`src/rtl/dummy_dac.sv`:
```
// dummy_dac: drains the slot byte FIFO into 32-bit LE words, releases them on sample ticks and checks them against a pattern.
module dummy_dac #(
  parameter int          ADDR_WIDTH = 11,
  parameter int          TICK_DIV   = 256,
  parameter logic [31:0] EXPECTED   = 32'hDEADBEEF
) (
  input  logic                  clk,
  input  logic                  reset,
  output logic                  fifo_read,
  input  logic [7:0]            fifo_data,
  input  logic [ADDR_WIDTH-1:0] fifo_addr_in,
  input  logic [ADDR_WIDTH-1:0] fifo_addr_out,
  input  logic                  direction,
  input  logic                  channels,
  output logic [31:0]           sample_out,
  output logic                  sample_valid,
  output logic                  pattern_error,
  output logic [15:0]           error_count,
  output logic                  underrun,
  output logic [15:0]           underrun_count
);
  localparam int CW = $clog2(TICK_DIV);
  typedef enum logic [1:0] {IDLE, READ, CAPTURE} state_t;
  state_t      state_q, state_d;
  logic [1:0]  byte_idx_q, byte_idx_d, occ_q, occ_d, occ_p, need;
  logic [31:0] word_q, word_d, buf0_q, buf0_d, buf1_q, buf1_d, buf0_p, push_word;
  logic [31:0] sample_out_q, sample_out_d;
  logic [15:0] error_count_q, error_count_d, underrun_count_q, underrun_count_d;
  logic [CW-1:0] cnt_q;
  logic        pend_q, pend_d, sample_valid_q, pattern_error_q, pattern_error_d, underrun_q;
  logic        tick, fire, pop, push, go, mis, under;
  always_comb begin
    tick = cnt_q == CW'(TICK_DIV / 2 - 1);
    fire = tick && !direction;
    need = channels ? 2'd2 : 2'd1;
    // stereo pops the first word on the tick and the second via pend_q one cycle later
    pop = (fire && occ_q >= need) || pend_q;
    pend_d = fire && channels && occ_q >= 2'd2;
    under = fire && occ_q < need;
    push = state_q == CAPTURE && byte_idx_q == 2'd3;
    push_word = {fifo_data, word_q[23:0]};
    occ_p = occ_q - {1'b0, pop};
    buf0_p = pop ? buf1_q : buf0_q;
    buf0_d = (push && occ_p == 2'd0) ? push_word : buf0_p;
    buf1_d = (push && occ_p != 2'd0) ? push_word : buf1_q;
    occ_d = occ_p + {1'b0, push};
    go = !direction && fifo_addr_in != fifo_addr_out && occ_d < 2'd2;
    state_d = state_q == READ ? CAPTURE : go ? READ : IDLE;
    word_d = word_q;
    if (state_q == CAPTURE) word_d[8*byte_idx_q +: 8] = fifo_data;
    byte_idx_d = byte_idx_q + 2'(state_q == CAPTURE);
    sample_out_d = pop ? buf0_q : sample_out_q;
    mis = pop && buf0_q != EXPECTED;
    pattern_error_d = pattern_error_q || mis;
    error_count_d = error_count_q + 16'(mis && error_count_q != 16'hFFFF);
    underrun_count_d = underrun_count_q + 16'(under && underrun_count_q != 16'hFFFF);
  end
  always_ff @(posedge clk) begin
    if (reset) begin
      state_q <= IDLE;
      byte_idx_q <= '0;
      occ_q <= '0;
      word_q <= '0;
      buf0_q <= '0;
      buf1_q <= '0;
      cnt_q <= '0;
      pend_q <= 1'b0;
      sample_out_q <= '0;
      sample_valid_q <= 1'b0;
      pattern_error_q <= 1'b0;
      error_count_q <= '0;
      underrun_q <= 1'b0;
      underrun_count_q <= '0;
    end else begin
      state_q <= state_d;
      byte_idx_q <= byte_idx_d;
      occ_q <= occ_d;
      word_q <= word_d;
      buf0_q <= buf0_d;
      buf1_q <= buf1_d;
      cnt_q <= cnt_q + CW'(1);
      pend_q <= pend_d;
      sample_out_q <= sample_out_d;
      sample_valid_q <= pop;
      pattern_error_q <= pattern_error_d;
      error_count_q <= error_count_d;
      underrun_q <= under;
      underrun_count_q <= underrun_count_d;
    end
  end
  assign fifo_read = state_q == READ;
  assign sample_out = sample_out_q;
  assign sample_valid = sample_valid_q;
  assign pattern_error = pattern_error_q;
  assign error_count = error_count_q;
  assign underrun = underrun_q;
  assign underrun_count = underrun_count_q;
endmodule

```
`config.mk`:
```
export PLATFORM = sky130hd
export DESIGN_NAME = dummy_dac
export DESIGN_NICKNAME = d
export VERILOG_FILES = /design/src/rtl/dummy_dac.sv
export SDC_FILE = /design/constraint.sdc
export NUM_CORES = 1
export LEC_CHECK = 0
export ABC_AREA = 0
export CAP_MARGIN = 20
export CORE_MARGIN = 1
export CORE_UTILIZATION = 57
export DETAILED_ROUTE_END_ITERATION = 7
export DONT_BUFFER_PORTS = 1
export GPL_TIMING_DRIVEN = 0
export PLACE_DENSITY = 0.75
export SYNTH_ARGS = -nofsm -noshare
export SYNTH_HDL_FRONTEND = slang
export SYNTH_SLANG_ARGS = --single-unit
```
`constraint.sdc`:
```
create_clock -name clk -period 2.7 [get_ports clk]
set_input_delay 0.405 -clock clk [delete_from_list [all_inputs] [get_ports clk]]
set_output_delay 0.405 -clock clk [all_outputs]
set_load 0.005 [all_outputs]
```
Word-level counts from Yosys, hierarchy flattened
Cells that the tools add are included.

storage, ports and cells
  register bits = 178
  output and inout bits = 68
  word-level logic and storage cells = 62
  input port bits = 34

cells by class
  multiplexer cells = 6
  eq/ne operators = 8
  shifts and indexed selects = 2
  order comparisons = 4
  reductions and logical operators = 20
  $add $sub $neg = 7

operator list
  operator                 number
  $mux 32                  2
  $neg 5->34               1
  $shift 8x34->32 const A  1
  $shiftx 8x34->32         1
  $add 16x1->16            2
  $bwmux 32                1
  $ne 16x16->1 const B     2
  $ne 32x32->1 const B     1
  $logic_and 1x1->1        13
  $ne 11x11->1             1
  $add 8x1->8 const B      1
  $eq 8x7->1 const B       1
  $add 2x1->2              2
  $eq 2x2->1 const B       2
  $mux 2                   2
  $reduce_bool 2->1        2
  $eq 2x1->1 const B       1
  $ge 2x2->1               1
  $ge 2x2->1 const B       1
  $logic_not 2->1          1
  $logic_or 1x1->1         2
  $lt 2x2->1               1
  $lt 2x2->1 const B       1
  $reduce_or 2->1          1
  3 further kinds          3

Depth between registers and ports, before layout
Gate-level depths: netlist (run 1).

  depth in word-level cells = 10
  depth in mapped cells = 16
  gate-level depth less buffers = 14

Worst setup path after synthesis (run 1)
Ideal clock, no wire load.

  path type = input port to flip-flop
  from = in channels
  to = reg state_q[0]
  stages = 14
  required time = 2.619 ns
  setup slack = -0.132 ns
  data arrival time = 2.751 ns
  setup time = 0.081 ns
  buffers on the path = 2
  cell sequence = inv_1 > ha_1 > nand2b_1 > a21o_1 > a21oi_2 > inv_2 > buf_4 > buf_2 > ha_1 > inv_1 > ha_1 > xnor2_1 > or4_1 > a41oi_1

on the way
  longest elaborated chain between the ends = 9

ends and longest elaborated chain
  item                    RTL line  RTL
  start: declaration      14        input logic channels,
  $mux 2                  35        need = channels ? 2'd2 : 2'd1;
  $ge 2x2->1              37        pop = (fire && occ_q >= need) || pend_q;
  $logic_and 1x1->1       37
  $logic_or 1x1->1        37
  via pop                 31        logic tick, fire, pop, push, go, mis, under;
  $sub 2x1->2             42        occ_p = occ_q - {1'b0, pop};
  $add 2x1->2             46        occ_d = occ_p + {1'b0, push};
  $lt 2x2->1              47        go = !direction && fifo_addr_in != fifo_addr_out && occ_d < 2'd2;
  $logic_and 1x1->1       47
  $mux 1                  48        state_d = state_q == READ ? CAPTURE : go ? READ : IDLE;
  end signal: assignment  75        state_q <= state_d;
  end: declaration        24        state_t state_q, state_d;

The timed path passes the listed nets, and every way through them passes these cells.
A chain may end at the register's enable or synchronous reset.

Final worst setup path (run 1)
  from = reg occ_q[0]
  to = reg state_q[0]

on the way
  longest elaborated chain between the ends = 8

ends and longest elaborated chain
  item                      RTL line  RTL
  start: declaration        25        logic [1:0] byte_idx_q, byte_idx_d, occ_q, occ_d, occ_p, need;
  start signal: assignment  62        occ_q <= '0;
  start signal: assignment  77        occ_q <= occ_d;
  $ge 2x2->1                37
  $logic_and 1x1->1         37
  $logic_or 1x1->1          37
  via pop                   31
  $sub 2x1->2               42
  $add 2x1->2               46
  $lt 2x2->1                47
  $logic_and 1x1->1         47
  $mux 1                    48

The timed path passes the listed nets, and every way through them passes these cells.

==> flow_summary.toml, run 1 <==
[setup_path]
setup.worst_path.class = "register to register"
critPathArrivalTime_ns = 3.01
crit_path_start_kind = "register"
endpoint_kind = "register"
crit_fanout = 3
required_ns = 3.05

[synthesis]
synth.largest_area_cell = "dfxtp_1"
synth-seq-area-share = 0.5018
synth_cells = 800
ys_warn_count = 0
syn-num-nets = 850
synth_area_leaders = "dfxtp_1 50%, nand2_1 12%, nor2_1 5.3%"
synth_edf_count = 0
syn_avg_cell_area_sq_um = 8.477
netlist_top_cells_count = "212 x nand2_1, 170 x dfxtp_1, 96 x nor2_1, 71 x a21oi_1"
post-synth-top-count-cell = "nand2_1"
synthFlopType = "dfxtp_1"
yosys.area.top_type_share = 0.5018
synthArstFlopShare = 0
synth.distinct_cells = 43
mappedNetlistArea_sq_um = 6782
ys_seq_elements = 170

[global_routing]
grt_pass1_wl_um = 27190
antenna_found_initial = 0
grt_usage = 0.2803
grt_pass1_vias = 5676
grt_remaining_overflow = 0
grt_max_degree = 17

[detailed_routing]
drc = 4
num_vias = 5747
wl_per_cell_um = 17.00
drt_iter0_markers = 429
ant_nets = 0
vias_per_cell = 5.852
wl_um = 16690
drt-pass1-iter-count = 8

[clock_tree]
clockBufferDepth = 2
hold_buffers = 0
cts_sinks = 170
clock-root-buffer = "clkbuf_16"
clk_pin_slew_worst_paths_ns = 0.06
htreeDepth = 4
numCtsBuffers = 17
worst_skew_pair.late_latency_ns = 0.43
cts_tree = "yes"

[place]
gp_congestion = 0.8359
numPortBuffers = 0
dp_hpwl_um = 11850
place_ws_ns = -0.4673

[die]
die_y_um = 111.1
initial_utilization = 0.5889
die_area_sq_um = 12340
boundaryPins = 102
rows = 39
core-area_sq_um = 11520
dieWidth_um = 111.1

[run]
maxCapViolCount = 0

[sta]
slew_headroom = 0.4234
setup_viol = 0
fin_crit_ns = 2.664
hold_viol = 0
max_slew.worst_pin.slew_ns = 0.8577
timing.final.crit_share = 0.9867
clock_skew_ns = 0.008778
fmax_mhz = 375.4
drv_slew = 0
setup_ws_ns = 0.03589

[hold_path]
hold_class = "primary input to register"

[layout]
final.fill_count = 937
num-nets-final = 878
drive_above_1_share = 0.1228
antenna_cells = 0
area_delta_synth_final_pct = 14.94

[power]
ir_drop_uv = 415.8
powerDensity_nw_per_um2 = 638.0
power_mw = 4.973
p_leak_nw = 2.715

[run_status]
outcome = "finished with violations"
violations = "design-rule violations"
## registers in the layout, summed over array words and instances (netlist names), 2 cells and up
name	flops
error_count	16
cnt_q	8
word_q	24
sample_out	32
occ_q	2
underrun_count	16
state_q	2
buf1_q	32
buf0_q	32
byte_idx_q	2
## what timing repair did
action                     4_1_cts  5_1_grt
cloned                           0        0
pin swaps                        5       11
setup endpoints to repair       79       56
gates resized for setup         35       19
setup buffers                    6        5
## power by group
part | internal, mW | total (mW) | switching [mW]
clock | 1.40 | 2.33 | 0.936
combinational | 0.0374 | 0.111 | 0.0740
sequential | 2.52 | 2.53 | 0.00993
## worst paths after layout
kind,startpoint,to,slack [ns],cells past startpoint
max,occ_q[0],state_q[0],0.04,13
min,fifo_data[1],buf1_q[25],0.11,2
max reg2reg,occ_q[0],state_q[0],0.04,13
min reg2reg,cnt_q[0],cnt_q[0],0.45,1
## layer usage
metal | GRT usage | share of wire | vias to the layer above
li1 | - | - | 2762
met1 | 0.3193 | 0.40 | 2710
met2 | 0.4784 | 0.48 | 216
met3 | 0.08256 | 0.074 | 59
met4 | 0.1414 | 0.043 | 0
met5 | 0 | 0 | -
## layout by cell type, fill, tap and decap left out, types with 3 or more instances in the layout
master     Yosys  routed
xor2_1        19      19
nor2b_1       12      12
clkbuf_1      27      26
buf_4          1      15
clkbuf_16      0      17
a311oi_1      27      27
ha_2           0       3
and4_1         4       4
o21ai_0        5       5
dfxtp_2        0      11
dfxtp_1      170     158
nand4_1       12      12
a311oi_2       5       5
and3_1         6       6
a21oi_1       71      71
or3_1          5       5
nand3_1       12      11
buf_2         13      13
nand2_1      212     210
nor2_1        96      96
a22oi_1       24      24
xnor2_1       24      22
inv_1          8       7
ha_1          16      11
## worst max-delay path: stages (launching register included)
cell      delay, ns
dfxtp_2        0.32
inv_2          0.04
ha_1           0.27
nand2b_4       0.14
a21o_1         0.18
a21oi_4        0.21
inv_4          0.08
buf_8          0.13
ha_4           0.25
inv_1          0.04
ha_2           0.18
xnor2_2        0.14
or4_4          0.43
a41oi_2        0.16
## through the flow
| step | std cells | TNS [ns] | area (sq um) | utilization | hold slack, ns |
|---|---|---|---|---|---|
| 2_1_floorplan | 800 | 0 | 6804 | - | 0.4179 |
| 3_3_place_gp | 943 | -21.48 | 6983 | 0.6064 | 0.4311 |
| 3_5_place_dp | 943 | -25.83 | 6983 | 0.6064 | 0.4500 |
| 4_1_cts | 977 | 0 | 7705 | 0.6691 | 0.1050 |
| 5_1_grt | 982 | -0.05773 | 7795 | 0.6769 | 0.09736 |
| 6_report | 982 | 0 | 7795 | 0.6769 | 0.1138 |
## final cells by class
class | count | area (sq um) | share of cell area
plain buffers | 45 | 229.0 | 0.02937
clock buffers | 23 | 467.9 | 0.06003
clock inverters | 7 | 93.84 | 0.01204
inverters | 9 | 36.28 | 0.004655
multi-input cells | 574 | 3286 | 0.4215
flip-flops and latches | 170 | 3421 | 0.4388
well taps | 143 | 178.9 | 0.02295
repair buffers | 11 | 82.58 | 0.01059
## cell families (layout without fill, tap and decap cells)
family / Yosys count / in the layout / synth area share
AND/OR/NAND/NOR: 377 / 377 / 0.2426
flip-flops: 170 / 170 / 0.5018
AO/OA/AOI/OAI: 138 / 138 / 0.1354
buffers and inverters: 56 / 95 / 0.03506
XOR/XNOR: 43 / 43 / 0.05553
adder cells (fa/ha/maj): 16 / 16 / 0.02952
No activity file was read; power rests on OpenSTA's default activity.
==> inputs of run 2 (changes only) <==
Settings changed: CAP_MARGIN 20 to 10.
==> results of run 2 <==
The final DEF is identical to that of run 1; final timing and power are the same.
